<file path="config.mk">
export PLATFORM = sky130hd
export DESIGN_NAME = minibyte_fetch
export DESIGN_NICKNAME = d
export VERILOG_FILES = /design/src/rtl/minibyte_pkg.sv /design/src/rtl/minibyte_fetch_timer.sv /design/src/rtl/minibyte_fetch.sv
export SDC_FILE = /design/constraint.sdc
export NUM_CORES = 1
export LEC_CHECK = 0
export CORE_AREA = 2 2 51 53
export CTS_BUF_LIST = sky130_fd_sc_hd__clkbuf_4 sky130_fd_sc_hd__clkbuf_8 sky130_fd_sc_hd__clkbuf_16
export CTS_CLUSTER_DIAMETER = 150
export DETAILED_ROUTE_END_ITERATION = 12
export DIE_AREA = 0 0 53 55
export PLACE_DENSITY = 0.81
export SLEW_MARGIN = 20
export SYNTH_ARGS = -nofsm -noshare
export SYNTH_HDL_FRONTEND = slang
export SYNTH_SLANG_ARGS = --single-unit
export TNS_END_PERCENT = 10
</file>
<file path="constraint.sdc">
create_clock -name clk_in -period 5.8 [get_ports clk_in]
set_input_delay 1.74 -clock clk_in [delete_from_list [all_inputs] [get_ports clk_in]]
set_output_delay 1.74 -clock clk_in [all_outputs]
set_load 0.1 [all_outputs]
</file>
<file path="src/rtl/minibyte_pkg.sv">
//------------------------------------------------------------------------------
// Module   : minibyte_pkg
// Purpose  : Shared fetch-sequencer constants: state encoding, opcode
//            immediate-flag bit, default memory timeout.
// Revision : 1.0 - initial release
//------------------------------------------------------------------------------
`default_nettype none

package minibyte_pkg;

    localparam logic [2:0] ST_IDLE      = 3'd0;
    localparam logic [2:0] ST_FETCH_OP  = 3'd1;
    localparam logic [2:0] ST_FETCH_IMM = 3'd2;
    localparam logic [2:0] ST_ISSUE     = 3'd3;
    localparam logic [2:0] ST_FAULT     = 3'd4;

    typedef enum logic [2:0] {
        S_IDLE      = ST_IDLE,
        S_FETCH_OP  = ST_FETCH_OP,
        S_FETCH_IMM = ST_FETCH_IMM,
        S_ISSUE     = ST_ISSUE,
        S_FAULT     = ST_FAULT
    } state_t;

    // Opcodes with this bit set carry a one-byte immediate.
    localparam int unsigned IMM_FLAG_BIT           = 7;
    localparam int unsigned TIMEOUT_CYCLES_DEFAULT = 15;

endpackage

`default_nettype wire

</file>
<file path="src/rtl/minibyte_fetch_timer.sv">
//------------------------------------------------------------------------------
// Module   : minibyte_fetch_timer
// Purpose  : Memory wait counter; flags expiry on the wait cycle at which the
//            count reaches TIMEOUT_CYCLES.
// Revision : 1.0 - initial release
//------------------------------------------------------------------------------
`default_nettype none

module minibyte_fetch_timer #(
    parameter int unsigned TIMEOUT_CYCLES = 15
) (
    input  logic clk_in,
    input  logic rst_in,
    input  logic wait_i,
    output logic expired_o
);

    localparam int unsigned CW_RAW = $clog2(TIMEOUT_CYCLES + 1);
    localparam int unsigned CW     = (CW_RAW < 4) ? 4 : CW_RAW;
    localparam logic [CW-1:0] LIMIT = CW'(TIMEOUT_CYCLES);
    localparam logic [CW-1:0] ONE   = CW'(1);

    logic [CW-1:0] count_q;
    logic [CW-1:0] count_d;

    // Any non-waiting cycle (ready, flush, state change) restarts the count.
    assign count_d   = wait_i ? (count_q + ONE) : '0;
    assign expired_o = wait_i && (count_q == LIMIT);

    always_ff @(posedge clk_in) begin
        if (rst_in) begin
            count_q <= '0;
        end else begin
            count_q <= count_d;
        end
    end

endmodule

`default_nettype wire

</file>
<file path="src/rtl/minibyte_fetch.sv">
//------------------------------------------------------------------------------
// Module   : minibyte_fetch
// Purpose  : minibyte instruction fetch sequencer (opcode + optional immediate).
//            Optional memory timeout fault: MINIBYTE_FETCH_TIMEOUT_EN.
// Revision : 1.0 - initial release
//------------------------------------------------------------------------------
`default_nettype none

module minibyte_fetch
    import minibyte_pkg::*;
#(
    parameter int unsigned TIMEOUT_CYCLES = TIMEOUT_CYCLES_DEFAULT
) (
    input  logic       clk_in,
    input  logic       rst_in,
    input  logic [7:0] pc_in,
    output logic       pc_inc_out,
    output logic [7:0] mem_addr_out,
    output logic       mem_req_out,
    input  logic [7:0] mem_rdata_in,
    input  logic       mem_ready_in,
    input  logic       flush_in,
    output logic [7:0] instr_opcode_out,
    output logic [7:0] instr_imm_out,
    output logic       instr_valid_out,
    input  logic       instr_ready_in,
    output logic       fault_out
);

    state_t     state_q;
    state_t     state_d;
    logic [7:0] opcode_q;
    logic [7:0] imm_q;
    logic [7:0] imm_d;
    logic       opcode_en;
    logic       imm_en;
    logic       w_timeout;

    // Strobes are decoded from the registered state so a zero-wait memory
    // completes a byte per cycle; the PC register absorbs back-to-back incs.
    always_comb begin
        state_d         = state_q;
        opcode_en       = 1'b0;
        imm_en          = 1'b0;
        imm_d           = mem_rdata_in;
        pc_inc_out      = 1'b0;
        mem_req_out     = 1'b0;
        mem_addr_out    = 8'h00;
        instr_valid_out = 1'b0;
        if (!rst_in) begin
            case (state_q)
                S_IDLE: begin
                    state_d = S_FETCH_OP;
                end
                S_FETCH_OP: begin
                    mem_req_out  = 1'b1;
                    mem_addr_out = pc_in;
                    if (flush_in) begin
                        state_d = S_FETCH_OP;
                    end else if (mem_ready_in) begin
                        opcode_en  = 1'b1;
                        imm_en     = 1'b1;
                        imm_d      = 8'h00;
                        pc_inc_out = 1'b1;
                        state_d    = mem_rdata_in[IMM_FLAG_BIT] ? S_FETCH_IMM : S_ISSUE;
                    end else if (w_timeout) begin
                        state_d = S_FAULT;
                    end
                end
                S_FETCH_IMM: begin
                    mem_req_out  = 1'b1;
                    mem_addr_out = pc_in;
                    if (flush_in) begin
                        state_d = S_FETCH_OP;
                    end else if (mem_ready_in) begin
                        imm_en     = 1'b1;
                        pc_inc_out = 1'b1;
                        state_d    = S_ISSUE;
                    end else if (w_timeout) begin
                        state_d = S_FAULT;
                    end
                end
                S_ISSUE: begin
                    instr_valid_out = !flush_in;
                    if (flush_in || instr_ready_in) begin
                        state_d = S_FETCH_OP;
                    end
                end
                S_FAULT: begin
                    state_d = S_FAULT;
                end
                default: begin
                    state_d = S_IDLE;
                end
            endcase
        end
    end

    always_ff @(posedge clk_in) begin
        if (rst_in) begin
            state_q  <= S_IDLE;
            opcode_q <= 8'h00;
            imm_q    <= 8'h00;
        end else begin
            state_q <= state_d;
            if (opcode_en) begin
                opcode_q <= mem_rdata_in;
            end
            if (imm_en) begin
                imm_q <= imm_d;
            end
        end
    end

    assign instr_opcode_out = opcode_q;
    assign instr_imm_out    = imm_q;

`ifdef MINIBYTE_FETCH_TIMEOUT_EN
    logic w_waiting;

    assign w_waiting = !rst_in && !mem_ready_in && !flush_in &&
                       ((state_q == S_FETCH_OP) || (state_q == S_FETCH_IMM));

    minibyte_fetch_timer #(
        .TIMEOUT_CYCLES (TIMEOUT_CYCLES)
    ) u_timer (
        .clk_in    (clk_in),
        .rst_in    (rst_in),
        .wait_i    (w_waiting),
        .expired_o (w_timeout)
    );

    assign fault_out = (state_q == S_FAULT);
`else
    assign w_timeout = 1'b0;
    assign fault_out = 1'b0;

    // TIMEOUT_CYCLES only has meaning when the timer is built in.
    if (TIMEOUT_CYCLES == 0) begin : g_timeout_unused
    end
`endif

endmodule

`default_nettype wire

</file>
==> metrics.yaml, run 1 <==
route:
  drc: 0
  wl_met3_microns: 146
  wirelength_microns: 2580
  met1_length_microns: 1050
  drtAntennaViolNets: 0
  drt_iter0_drc: 17
  routed.top_layer: "met4"
  dr.pass1.iters: 4
  route.met2.wl_microns: 1350
  num_vias: 961
  wl_per_cell_microns: 14.1
  vias_per_cell: 5.25
die:
  die_h_microns: 55
  die_area_sq_um: 2920
  core_sq_um: 2360
  io_pins: 49
  rows: 18
  initial_utilization_pct: 39.4
  die_w_microns: 53
critical_path:
  timing.rr.start: "state_q[0]$_SDFFE_PP0P_"
  crit_type: "in -> out"
  cp.depth: 5
  crit_family: "buffers and inverters"
  crit_end: "pc_inc_out"
  endpoint_kind: "primary output"
  reg2reg_depth: 3
  crit_buf_inv: 3
  critical_path.max_stage_delay_ns: 0.54
  critPathLaunch: "mem_ready_in"
  cp.required_ns: 4.06
  cp_data_arrival_time_ns: 3.57
  crit_fanout: 9
  reg2reg_to: "instr_imm_out[0]$_SDFFE_PP0P_"
  cp-start-kind: "input pin"
  crit_path_cell_trace: "clkdlybuf4s50_1, or3b_1, or3_1, inv_1, buf_12"
  reg2reg_slack_ns: 4.18
  slowest_stage: "clkdlybuf4s50_1"
timing:
  finalSetupTns_ns: 0
  finalCriticalPeriod_ns: 5.31
  fin_crit_sh_pct: 91.6
  worst_slew_pin_slew_ns: 0.984
  rsz0062_at_grt: "no"
  setup_violations: 0
  clock_skew_ns: 0.00490
  max_freq_mhz: 188
  hold_viol: 0
  slew_viol_final: 0
  hold_slack_ns: 0.488
  relSlewSlack_pct: 34.2
grt:
  grt_pass1_wl_microns: 4320
  grt_pass1_vias: 932
  grt.overflow.total: 0
  grt_max_degree: 17
  antenna_found_initial: 0
  grt_util_all_layers_pct: 20.0
clock_network:
  cts.sinks: 19
  cts_tree: "yes"
  cts_resized: 0
  ctsRootBufferMaster: "clkbuf_4"
  clk_pin_slew_ns: 0.11
  postCtsHoldBufs: 0
  post-cts-setup-buffer-count: 0
  cts_made_buffers: 3
  insertion_delay_ns: 0.30
  h-tree-depth: 1
  clock_path_buffers: 2
placed_design:
  routabilityCongestion: 0.858
  placed_area_sq_um: 1500
  dp_cells: 179
  dp_hpwl_microns: 2080
  port_buffers: 47
cells_and_area:
  layout-drive-gt1-share_pct: 20.3
  fin_area_sq_um: 1520
  seqCellArea_sq_um: 380
  n_fill_cell: 218
  postLayoutCoreUtil_pct: 64.4
  nets: 175
  multi_input_area_sq_um: 497
  diodes: 0
  final_cells: 183
  area_growth_pct: 63.5
run:
  maxCapViolCount: 0
hold_path:
  hold_path_class: "reg -> reg"
yosys:
  yosys_register_bits: 19
  synth_nets: 130
  syn_avg_cell_area_sq_um: 8.55
  synth_area_leaders: "dfxtp_1 (41%), o21ai_2 (7.5%), o211ai_1 (6.4%)"
  netlist_instances: 109
  ys_warn_count: 0
  synth_top_area_share_pct: 40.8
  netlist_area_sq_um: 932
  synth_seq_area_share_pct: 40.8
  synth_cell_types: 32
  yosys.area.top_type: "dfxtp_1"
pwr:
  power_density_nw_per_um2: 222
  ir_drop_uv: 192
  p_leak_nw: 0.561
run_status:
  status: "completed"
[registers in the layout (all words and copies together), names as in the netlist]
signal and count:
state_q 3, instr_imm_out 8, instr_opcode_out 8
[cell families (layout without fill, tap and decap cells)]
logic type      Yosys count  count (layout)  share of synthesized area [%]
buf+inv                  12              56                           6.44
mux                       2               2                           2.28
other cells               1               1                          0.402
xor+xnor                  1               1                           1.75
simple gates             39              39                           23.0
flops                    19              19                           40.8
compound gates           35              35                           25.4
[cell usage after synthesis (all sizes together)]
cell and count:
nand3 8, a311o 1, o21ai 16, a22oi 1, nor4b 1, dfxtp 19
nor3 3, mux2i 1, nand2 11, or2 1, nor3b 1, mux2 1
o211ai 8, clkinv 1, xnor2 1, a21oi 8, conb 1, o32ai 1
or3 1, nor2b 1, nand2b 1, buf 5, and2 8, inv 2
or3b 3, clkbuf 4
[layout make-up]
type                    count  area share, %
repair buffers             49           37.4
multi-input cells          78           32.6
clock buffers               3           1.48
clock inverters             1          0.328
well taps                  30           2.46
inverters                   3          0.739
flip-flops and latches     19           25.0
[cells in the final DEF (no fill, tap or decap), drive strengths merged, types with 2 or more instances in the layout]
master | Yosys | routed
clkdlybuf4s50 | 0 | 36
dfxtp | 19 | 19
o21ai | 16 | 16
buf | 5 | 13
nand2 | 11 | 11
and2 | 8 | 8
o211ai | 8 | 8
nand3 | 8 | 8
a21oi | 8 | 8
clkbuf | 4 | 3
nor3 | 3 | 3
or3b | 3 | 3
inv | 2 | 2
clkinv | 1 | 2
[metrics by stage]
| stage | total power (W) | setup WS, ns |
|---|---|---|
| global route | 0.000350 | 0.368 |
| global placement | 0.000271 | 0.535 |
| detailed placement | 0.000273 | 0.478 |
| finish | 0.000338 | 0.489 |
| CTS | 0.000339 | 0.479 |
| floorplan | 0.000229 | -0.0430 |
[tightest hold or removal path, cell delays in order, from the launching register on]
cell and delay, ns:
dfxtp_1 0.33, o21ai_0 0.06, a21oi_1 0.06
[where the power goes]
group | internal (W) | switching [W]
combinational | 0.0000427 | 0.0000880
clock | 0.0000257 | 0.0000422
sequential | 0.000135 | 0.00000426
[routing by layer]
layer  GRT usage, %  vias to the layer above
met4           2.56                        0
met2           39.0                       31
met5              0                        -
met3           3.76                        6
li1               -                      476
met1           23.4                      448
[how the worst min path moves through the flow]
stage	slack [ns]	cells after the start	start	endpoint
floorplan	0.53	1	state_q[2]$_SDFFE_PP0P_	state_q[2]$_SDFFE_PP0P_
global placement	0.46	2	instr_opcode_out[1]$_SDFFE_PP0P_	instr_opcode_out[1]$_SDFFE_PP0P_
detailed placement	0.47	2	instr_opcode_out[7]$_SDFFE_PP0P_	instr_opcode_out[7]$_SDFFE_PP0P_
CTS	0.49	2	instr_opcode_out[3]$_SDFFE_PP0P_	instr_opcode_out[3]$_SDFFE_PP0P_
global route	0.52	2	instr_opcode_out[5]$_SDFFE_PP0P_	instr_opcode_out[5]$_SDFFE_PP0P_
finish	0.49	2	instr_opcode_out[7]$_SDFFE_PP0P_	instr_opcode_out[7]$_SDFFE_PP0P_
Note: power is estimated with default switching activity, not from simulation.
==> run 2, diff against run 1 <==
--- a/config.mk
+++ b/config.mk
@@ -11,6 +11,7 @@
 export DETAILED_ROUTE_END_ITERATION = 12
 export DIE_AREA = 0 0 53 55
 export PLACE_DENSITY = 0.81
+export SKIP_LAST_GASP = 1
 export SLEW_MARGIN = 20
 export SYNTH_ARGS = -nofsm -noshare
 export SYNTH_HDL_FRONTEND = slang
==> results of run 2 <==
No change in the layout: final DEF, timing and power equal those of run 1.
